===== config.mk =====
export PLATFORM = sky130hd
export DESIGN_NAME = game_ctrl
export DESIGN_NICKNAME = d
export VERILOG_FILES = /design/src/rtl/game_pkg.sv /design/src/rtl/game_ctrl_win_check.sv /design/src/rtl/game_ctrl.sv
export SDC_FILE = /design/constraint.sdc
export NUM_CORES = 1
export LEC_CHECK = 0
export ABC_AREA = 1
export CAP_MARGIN = 20
export CORE_ASPECT_RATIO = 1.1
export CORE_MARGIN = 2
export CORE_UTILIZATION = 47
export DETAILED_ROUTE_END_ITERATION = 8
export GPL_ROUTABILITY_DRIVEN = 0
export PLACE_DENSITY = 0.93
export SLEW_MARGIN = 30
export SYNTH_ARGS = -nofsm -noshare
export SYNTH_HDL_FRONTEND = slang
export SYNTH_HIERARCHICAL = 1
export SYNTH_SLANG_ARGS = --single-unit

===== constraint.sdc =====
create_clock -name clk -period 5 [get_ports clk]
set_input_delay 1.5 -clock clk [delete_from_list [all_inputs] [get_ports clk]]
set_output_delay 1.5 -clock clk [all_outputs]
set_load 0.1 [all_outputs]

===== src/rtl/game_pkg.sv =====
// Shared types and constants for the tic-tac-toe turn controller.
package game_pkg;

  // Controller states
  typedef enum logic [2:0] {
    S_CLEAR = 3'd0,
    S_TURN  = 3'd1,
    S_WRITE = 3'd2,
    S_EVAL  = 3'd3,
    S_DONE  = 3'd4
  } game_state_e;

  // Winner codes
  localparam logic [1:0] WIN_NONE = 2'b00;
  localparam logic [1:0] WIN_BLUE = 2'b01;
  localparam logic [1:0] WIN_RED  = 2'b10;
  localparam logic [1:0] WIN_DRAW = 2'b11;

  // Board geometry
  localparam logic [3:0] CENTER_SLOT = 4'd4;
  localparam logic [3:0] LAST_SLOT   = 4'd8;
  localparam logic [8:0] FULL_BOARD  = 9'h1FF;

  // The eight winning lines: three rows, three columns, two diagonals
  localparam int NUM_LINES = 8;
  localparam logic [8:0] WIN_LINES [NUM_LINES] = '{
    9'h007,  // slots 0-1-2
    9'h038,  // slots 3-4-5
    9'h1C0,  // slots 6-7-8
    9'h049,  // slots 0-3-6
    9'h092,  // slots 1-4-7
    9'h124,  // slots 2-5-8
    9'h111,  // slots 0-4-8
    9'h054   // slots 2-4-6
  };

endpackage


===== src/rtl/game_ctrl_win_check.sv =====
// Combinational line detector: flags when any winning line is fully covered
// by a player's occupancy vector.
module win_check
  import game_pkg::*;
(
  input  logic [8:0] occ,
  output logic       line_done
);

  // OR-reduce the per-line "all three slots owned" tests
  always_comb begin
    line_done = 1'b0;
    for (int i = 0; i < NUM_LINES; i++) begin
      if ((occ & WIN_LINES[i]) == WIN_LINES[i]) line_done = 1'b1;
    end
  end

endmodule


===== src/rtl/game_ctrl.sv =====
// Turn sequencer for the board register file: cursor movement, move
// validation, single-cycle slot writes, win/draw evaluation and board clear.
// Board interface: a write happens on every rising edge where we = 1, using
// player/offset as the address and data_in as data; there is no backpressure.
module game_ctrl
  import game_pkg::*;
#(
  parameter int unsigned TURN_TIMEOUT = 0
) (
  input  logic        clk,
  input  logic        clr_game_n,
  input  logic        move_left,
  input  logic        move_right,
  input  logic        select,
  input  logic        new_game,
  input  logic        taken,
  input  logic [8:0]  b_out,
  input  logic [8:0]  r_out,
  output logic        player,
  output logic [3:0]  offset,
  output logic        we,
  output logic        data_in,
  output logic        clr_game,
  output logic        illegal,
  output logic [1:0]  winner,
  output logic        game_over,
  output game_state_e state_dbg
);

  // Counter only needs to hold 0..TURN_TIMEOUT-1
  localparam int CW = (TURN_TIMEOUT > 1) ? $clog2(TURN_TIMEOUT) : 1;
  localparam logic [CW-1:0] TO_LAST = CW'(TURN_TIMEOUT - 1);

  game_state_e   state;
  logic [CW-1:0] turn_cnt;
  logic [8:0]    cur_occ;
  logic          line_done;
  logic          timeout_hit;

  // Evaluate only the player who just moved
  assign cur_occ = player ? r_out : b_out;

  win_check u_win_check (
    .occ       (cur_occ),
    .line_done (line_done)
  );

  assign timeout_hit = (TURN_TIMEOUT != 0) && (turn_cnt == TO_LAST);

  assign clr_game  = (state == S_CLEAR);
  assign we        = (state == S_WRITE);
  assign game_over = (state == S_DONE);
  assign data_in   = 1'b1;
  assign state_dbg = state;

  // Main controller FSM with registered player/cursor/result outputs
  always_ff @(posedge clk or negedge clr_game_n) begin
    if (!clr_game_n) begin
      state    <= S_CLEAR;
      player   <= 1'b0;
      offset   <= CENTER_SLOT;
      illegal  <= 1'b0;
      winner   <= WIN_NONE;
      turn_cnt <= '0;
    end else begin
      illegal <= 1'b0;
      if (new_game) begin
        state <= S_CLEAR;
      end else begin
        case (state)
          S_CLEAR: begin
            state    <= S_TURN;
            player   <= 1'b0;
            offset   <= CENTER_SLOT;
            winner   <= WIN_NONE;
            turn_cnt <= '0;
          end
          S_TURN: begin
            turn_cnt <= turn_cnt + 1'b1;
            if (select && !taken) begin
              // Accepted select beats both a simultaneous move and the timeout
              state <= S_WRITE;
            end else begin
              if (select) begin
                illegal <= 1'b1;
              end else if (move_right && !move_left) begin
                offset <= (offset == LAST_SLOT) ? 4'd0 : offset + 4'd1;
              end else if (move_left && !move_right) begin
                offset <= (offset == 4'd0) ? LAST_SLOT : offset - 4'd1;
              end
              if (timeout_hit) begin
                player   <= ~player;
                turn_cnt <= '0;
              end
            end
          end
          S_WRITE: begin
            state <= S_EVAL;
          end
          S_EVAL: begin
            if (line_done) begin
              state  <= S_DONE;
              winner <= player ? WIN_RED : WIN_BLUE;
            end else if ((b_out | r_out) == FULL_BOARD) begin
              state  <= S_DONE;
              winner <= WIN_DRAW;
            end else begin
              state    <= S_TURN;
              player   <= ~player;
              turn_cnt <= '0;
            end
          end
          S_DONE: begin
            state <= S_DONE;
          end
          default: begin
            state <= S_CLEAR;
          end
        endcase
      end
    end
  end

endmodule


==> impl_metrics.yaml, run 1 <==
final_layout:
  drive_gt1_share_pct: 5.56
  antenna_cells: 0
  fin_util_pct: 71.6
  seqCellArea_sq_um: 277
  finalNetCount: 245
  finalNonFillerCells: 244
  n_fill_cell: 180
  areaGrowthSynthToFinish_pct: 41.7
  multiInputGateArea_sq_um: 608
detailed_routing:
  drc: 0
  vias: 1216
  post_drt_wl_per_cell_microns: 10.6
  ant_nets: 0
  drtPass1Iterations: 4
  viasPerCell: 4.98
  first_iter_violations: 29
  wl_microns: 2580
sta:
  setup_viol: 0
  fin_crit_ps: 3730
  setup-tns-final_ps: 0
  fmax_ghz: 0.268
  worst_pin_slew_ps: 987
  fin_crit_sh_pct: 74.5
  slew_headroom_pct: 34.0
  hold_viol: 0
  skew_ps: 0.640
  rsz0062_at_grt: "no"
  drv_slew: 0
  holdWs_ps: 493
global_routing:
  grt_pass1_wl_microns: 4380
  track_usage_pct: 22.0
  grt_antenna_before_repair: 0
  grt_pass1_vias: 1122
  grt_max_degree: 21
  overflow: 0
setup_path:
  worstRegToRegCells: 13
  cp.required_ps: 3500
  slowest_delay_ps: 1130
  cp_slowest_cell: "clkdlybuf4s50_1"
  critPathKind: "reg -> out"
  critPathMaxFanout: 6
  crit_path_cell_trace: "nor2_2, nand2_1, inv_1, clkdlybuf4s50_1"
  r2r_setup_slack_ps: 2980
  critPathCaptureType: "primary output"
  start_kind: "flip-flop"
  crit_arrival_ps: 2230
die:
  core_region_area_sq_mm: 0.00202
  die_y_microns: 52.9
  dieArea_sq_mm: 0.00256
  io_pins: 40
  dieWidth_microns: 48.4
  rows: 17
  start_util_pct: 50.5
clock_tree:
  htree_levels: 1
  cts_sinks: 11
  cts_buffer_depth: 2
  cts_resized: 0
  cts_made_buffers: 3
  ctsRootBufferMaster: "clkbuf_4"
  post_cts_buffers: 0
  cts.clk_slew.worst_paths_ps: 70
  insertion_delay_ps: 280
  cts_tree: "built"
  hold_buffers: 0
power_and_ir_drop:
  ir_drop_v: 0.000451
  intPower_mw: 0.304
  power_mw: 0.810
  pwr-share-seq_pct: 20.2
  power.leakage_nw: 0.762
  powerDensity_mw_per_mm2: 560
  p_sw_mw: 0.506
  p_clk_share_pct: 7.7
  comb_power_share_pct: 72.1
  switching_share_pct: 62.5
place:
  port_buffers: 38
  dp_hpwl_microns: 2110
  dp_cells: 240
logic_synthesis:
  synth_edf_count: 0
  yosys_register_bits: 11
  syn_inst: 177
  postSynthAreaPerCell_sq_um: 5.77
  syn_nets: 205
  synth_area_leader_cell: "nand2_1"
  synth_area_leaders: "nand2_1, dfrtp_1, inv_1"
  synthArstFlopShare_pct: 100
  synth_most_common_cell: "nand2_1"
  netlist_top_cells_count: "nand2_1, inv_1, nand3_1, o21ai_0, nor2_1"
  yosysWarnings: 6
  yosysSeqAreaShare_pct: 27.1
  synth.distinct_cells: 24
  yosysTopAreaCellShare_pct: 24.6
  synth_area_sq_mm: 0.00102
  ys.flop_type: "dfrtp_1"
run_status:
  run_status: "complete, no violations"
run:
  cap_violations: 0
hold_path:
  holdPathStages: 2
  worstHoldPathType: "reg -> reg"
## routing by layer
layer | global-route usage, % | routed length [microns] | up-vias
met5 | 0 | 0 | -
met4 | 11.4 | 39 | 0
met3 | 6.21 | 129 | 6
met2 | 40.3 | 1300 | 32
met1 | 23.6 | 1110 | 548
li1 | - | - | 630
## worst paths after layout
kind,endpoint,from
max,clr_game,state_dbg[1]
min,winner[1],winner[1]
max reg2reg,player,player
min reg2reg,winner[1],winner[1]
max in group asynchronous,offset[2],clr_game_n
min in group asynchronous,illegal,clr_game_n
## power by group through the flow
stage / Combinational [mW] / Sequential, mW / Clock, mW
2_1_floorplan: 0.266 / 0.346 / 0
3_3_place_gp: 0.571 / 0.162 / 0
3_5_place_dp: 0.582 / 0.165 / 0
4_1_cts: 0.584 / 0.163 / 0.0651
5_1_grt: 0.630 / 0.168 / 0.0692
6_report: 0.584 / 0.164 / 0.0627
## sequential cells by signal, summed over array words and instances (netlist names)
| signal | cells |
|---|---|
| offset | 4 |
| state_dbg | 3 |
| illegal | 1 |
| winner | 2 |
| player | 1 |
## worst max-delay path, delay by kind of cell, from the launching register on
kind                   cells  cell delay (ps)
DFF                        1              440
buffers and inverters      2             1210
and+or+nand+nor            2              300
## cell type report
class                      instances  area share [%]
clock buffer                       4            1.82
inverter                          32            8.30
multi-input combinational        131            42.0
sequential                        11            19.1
tap                               28            2.42
timing repair buffer              38            26.3
## layout by cell type, fill, tap and decap left out
cell type | Yosys | routed
nand2_1 | 67 | 67
clkdlybuf4s50_1 | 0 | 38
inv_1 | 30 | 30
o21ai_0 | 14 | 14
nand3_1 | 14 | 14
nor2_1 | 12 | 12
dfrtp_1 | 10 | 10
a21oi_1 | 5 | 5
ha_1 | 3 | 3
clkbuf_4 | 0 | 3
nor3_1 | 2 | 2
nand2_2 | 2 | 2
inv_2 | 2 | 2
nand3_2 | 2 | 2
nand4_1 | 2 | 2
o21ai_1 | 2 | 2
nor2_2 | 1 | 1
a31oi_1 | 1 | 1
a21oi_2 | 1 | 1
o211a_1 | 1 | 1
xnor2_1 | 1 | 1
conb_1 | 1 | 1
clkbuf_1 | 1 | 1
dfstp_2 | 1 | 1
## logic make-up after synthesis
logic type,Yosys count,synth area share (%)
flip-flops,11,27.1
AND/OR/NAND/NOR,102,41.9
AO/OA/AOI/OAI,24,12.7
other,1,0.367
adder cells (fa/ha/maj),3,3.68
XOR/XNOR,1,0.858
buffers and inverters,35,13.4
## through the flow
stage | setup WS (ps) | area, sq um
final | 1270 | 1450
after global routing | 1160 | 1450
after CTS | 1260 | 1450
after detailed placement | 1590 | 1420
after global placement | 1610 | 1420
after floorplan | 241 | 1020
Power figures use the tool's default switching activity.
==> run 2: changes to the inputs <==
--- a/config.mk
+++ b/config.mk
@@ -9,10 +9,10 @@
 export CAP_MARGIN = 20
 export CORE_ASPECT_RATIO = 1.1
 export CORE_MARGIN = 2
-export CORE_UTILIZATION = 47
+export CORE_UTILIZATION = 39
 export DETAILED_ROUTE_END_ITERATION = 8
 export GPL_ROUTABILITY_DRIVEN = 0
-export PLACE_DENSITY = 0.93
+export PLACE_DENSITY = 0.84
 export SLEW_MARGIN = 30
 export SYNTH_ARGS = -nofsm -noshare
 export SYNTH_HDL_FRONTEND = slang
==> constraint.sdc (replaced) <==
create_clock -name clk -period 3.4 [get_ports clk]
set_input_delay 1.02 -clock clk [delete_from_list [all_inputs] [get_ports clk]]
set_output_delay 1.02 -clock clk [all_outputs]
set_load 0.1 [all_outputs]
==> run 2 against run 1 <==
  * Via count is 1.7% lower
  * Routed wire length is 5.3% lower
  * Sequential cell count stayed put
  * Register-to-register slack worse by 1600 ps
  * Sequential power is 49% higher
  * Sequential share of layout area is 0.32 points higher
  * Non-clock buffer count stayed put
  * Core utilization is 15 points lower
  * Count of clock-buffer cells in the layout stayed put
  * Combinational power is 44% higher
==> impl_metrics.yaml, run 2 (synthesized netlist as in run 1, its figures left out) <==
final_layout:
  drive_gt1_share_pct: 13.0
  finalNetCount: 245
  largest_register: "offset"
  final_common_cell: "nand2_1"
  areaGrowthSynthToFinish_pct: 39.3
  final_cell_mix: "nand2_1, inv_1, clkdlybuf4s50_1"
  finalNonFillerCells: 247
  antenna_cells: 0
  largest_reg_flops: 4
  fin_area_sq_mm: 0.00142
global_routing:
  grt_antenna_before_repair: 0
  track_usage_pct: 17.4
  overflow: 0
  grt_max_degree: 21
  grt_pass1_vias: 1039
  grt_pass1_wl_microns: 4150
die:
  io_pins: 40
  die_y_microns: 57.7
  core_region_area_sq_mm: 0.00250
  start_util_pct: 40.9
  rows: 19
  dieArea_sq_mm: 0.00304
  dieWidth_microns: 52.8
sta:
  fin_crit_sh_pct: 74.2
  fin_crit_ps: 2520
  rsz0062_at_grt: "no"
  worst_pin_slew_ps: 542
  hold_viol: 0
  slew_headroom_pct: 63.9
  fmax_ghz: 0.396
  drv_slew: 0
  skew_ps: 2.14
  setup_viol: 0
hold_path:
  hp-start: "winner[0]"
  worstHoldPathType: "reg -> reg"
  holdPathEnd: "winner[0]"
  holdPathStages: 2
clock_tree:
  cts_resized: 0
  cts.clk_slew.worst_paths_ps: 70
  htree_levels: 1
  cts_made_buffers: 3
  ctsRootBufferMaster: "clkbuf_4"
  post_cts_buffers: 0
  cts_buffer_depth: 2
  insertion_delay_ps: 270
  cts_sinks: 11
  cts_tree: "built"
  hold_buffers: 0
run_status:
  run_status: "complete, no violations"
setup_path:
  critPathCaptureType: "flip-flop"
  r2r_setup_slack_ps: 1400
  critPathKind: "in -> reg"
  crit_path_cell_trace: "clkdlybuf4s50_1, inv_1, o21ai_0, nand2_1, nand2_1, nand2_1, nand2_1, inv_1, nand2_1, inv_1, o21ai_0, inv_1, nand3_1, nand2_1, nand2_1"
  worstRegToRegCells: 15
  slowest_delay_ps: 450
  cp.required_ps: 3620
  crit_arrival_ps: 2740
  start_kind: "input pin"
  cp_slowest_cell: "clkdlybuf4s50_1"
  crit_path_frequent_cell: "nand2_1"
  critPathMaxFanout: 4
  rr_startpoint: "player"
  r2r_end: "player"
detailed_routing:
  drc: 0
  wl_microns: 2440
  drtPass1Iterations: 4
  first_iter_violations: 32
  ant_nets: 0
  viasPerCell: 4.84
  post_drt_wl_per_cell_microns: 9.88
  vias: 1195
power_and_ir_drop:
  ir_drop_v: 0.000793
  power_mw: 1.18
  power.leakage_nw: 0.788
  powerDensity_mw_per_mm2: 829
place:
  port_buffers: 38
  dp_cells: 243
  dp_hpwl_microns: 1970
  placed_area_sq_mm: 0.00140
run:
  cap_violations: 0
==> run 2: cell count changes in the layout (fill, tap and decap cells not counted), sizes merged <==
cell,delta
buf,+14
clkdlybuf4s50,-14
==> run 2: metrics by stage <==
stage	setup slack (ps)	utilization [%]	hold WS (ps)	TNS [ps]
finish	877	57.0	493	0
detailed placement	592	55.9	476	0
floorplan	-11.7	-	724	-11.7
global placement	668	55.9	479	0
CTS	876	57.0	494	0
global route	636	57.0	540	0
==> run 2: power by group <==
group	switching, mW	total, mW	internal [mW]
registers	0.0700	0.245	0.175
clock network	0.0471	0.0926	0.0455
logic	0.632	0.843	0.211
total	0.749	1.18	0.431
==> run 2: layer usage <==
layer	up-vias	share of wire (%)	track usage, %
li1	629	-	-
met1	540	46	23.4
met2	26	50	29.5
met3	0	4.3	3.87
met4	0	0	1.83
met5	-	0	0
==> run 2: worst max-delay path by stage <==
stage	startpoint	to	slack, ps	depth (start not counted)
2_1_floorplan	state_dbg[2]	game_over	-10	2
5_1_grt	b_out[0]	player	640	15
6_report	b_out[0]	player	880	15
3_5_place_dp	b_out[0]	player	590	15
3_3_place_gp	b_out[0]	player	670	14
4_1_cts	b_out[0]	player	880	15
==> run 2: critical path, delay by kind of cell <==
family | cells | cell delay (ps)
buffers and inverters | 5 | 690
and+or+nand+nor | 8 | 580
AOI/OAI and AO/OA | 2 | 450
==> run 2: area by class of cell <==
cell class | count | area, sq um
fill | 268 | 1070
multi-input combinational | 131 | 616
timing repair buffer | 38 | 345
sequential | 11 | 277
inverter | 32 | 120
tap | 31 | 38.8
clock buffer | 4 | 26.3
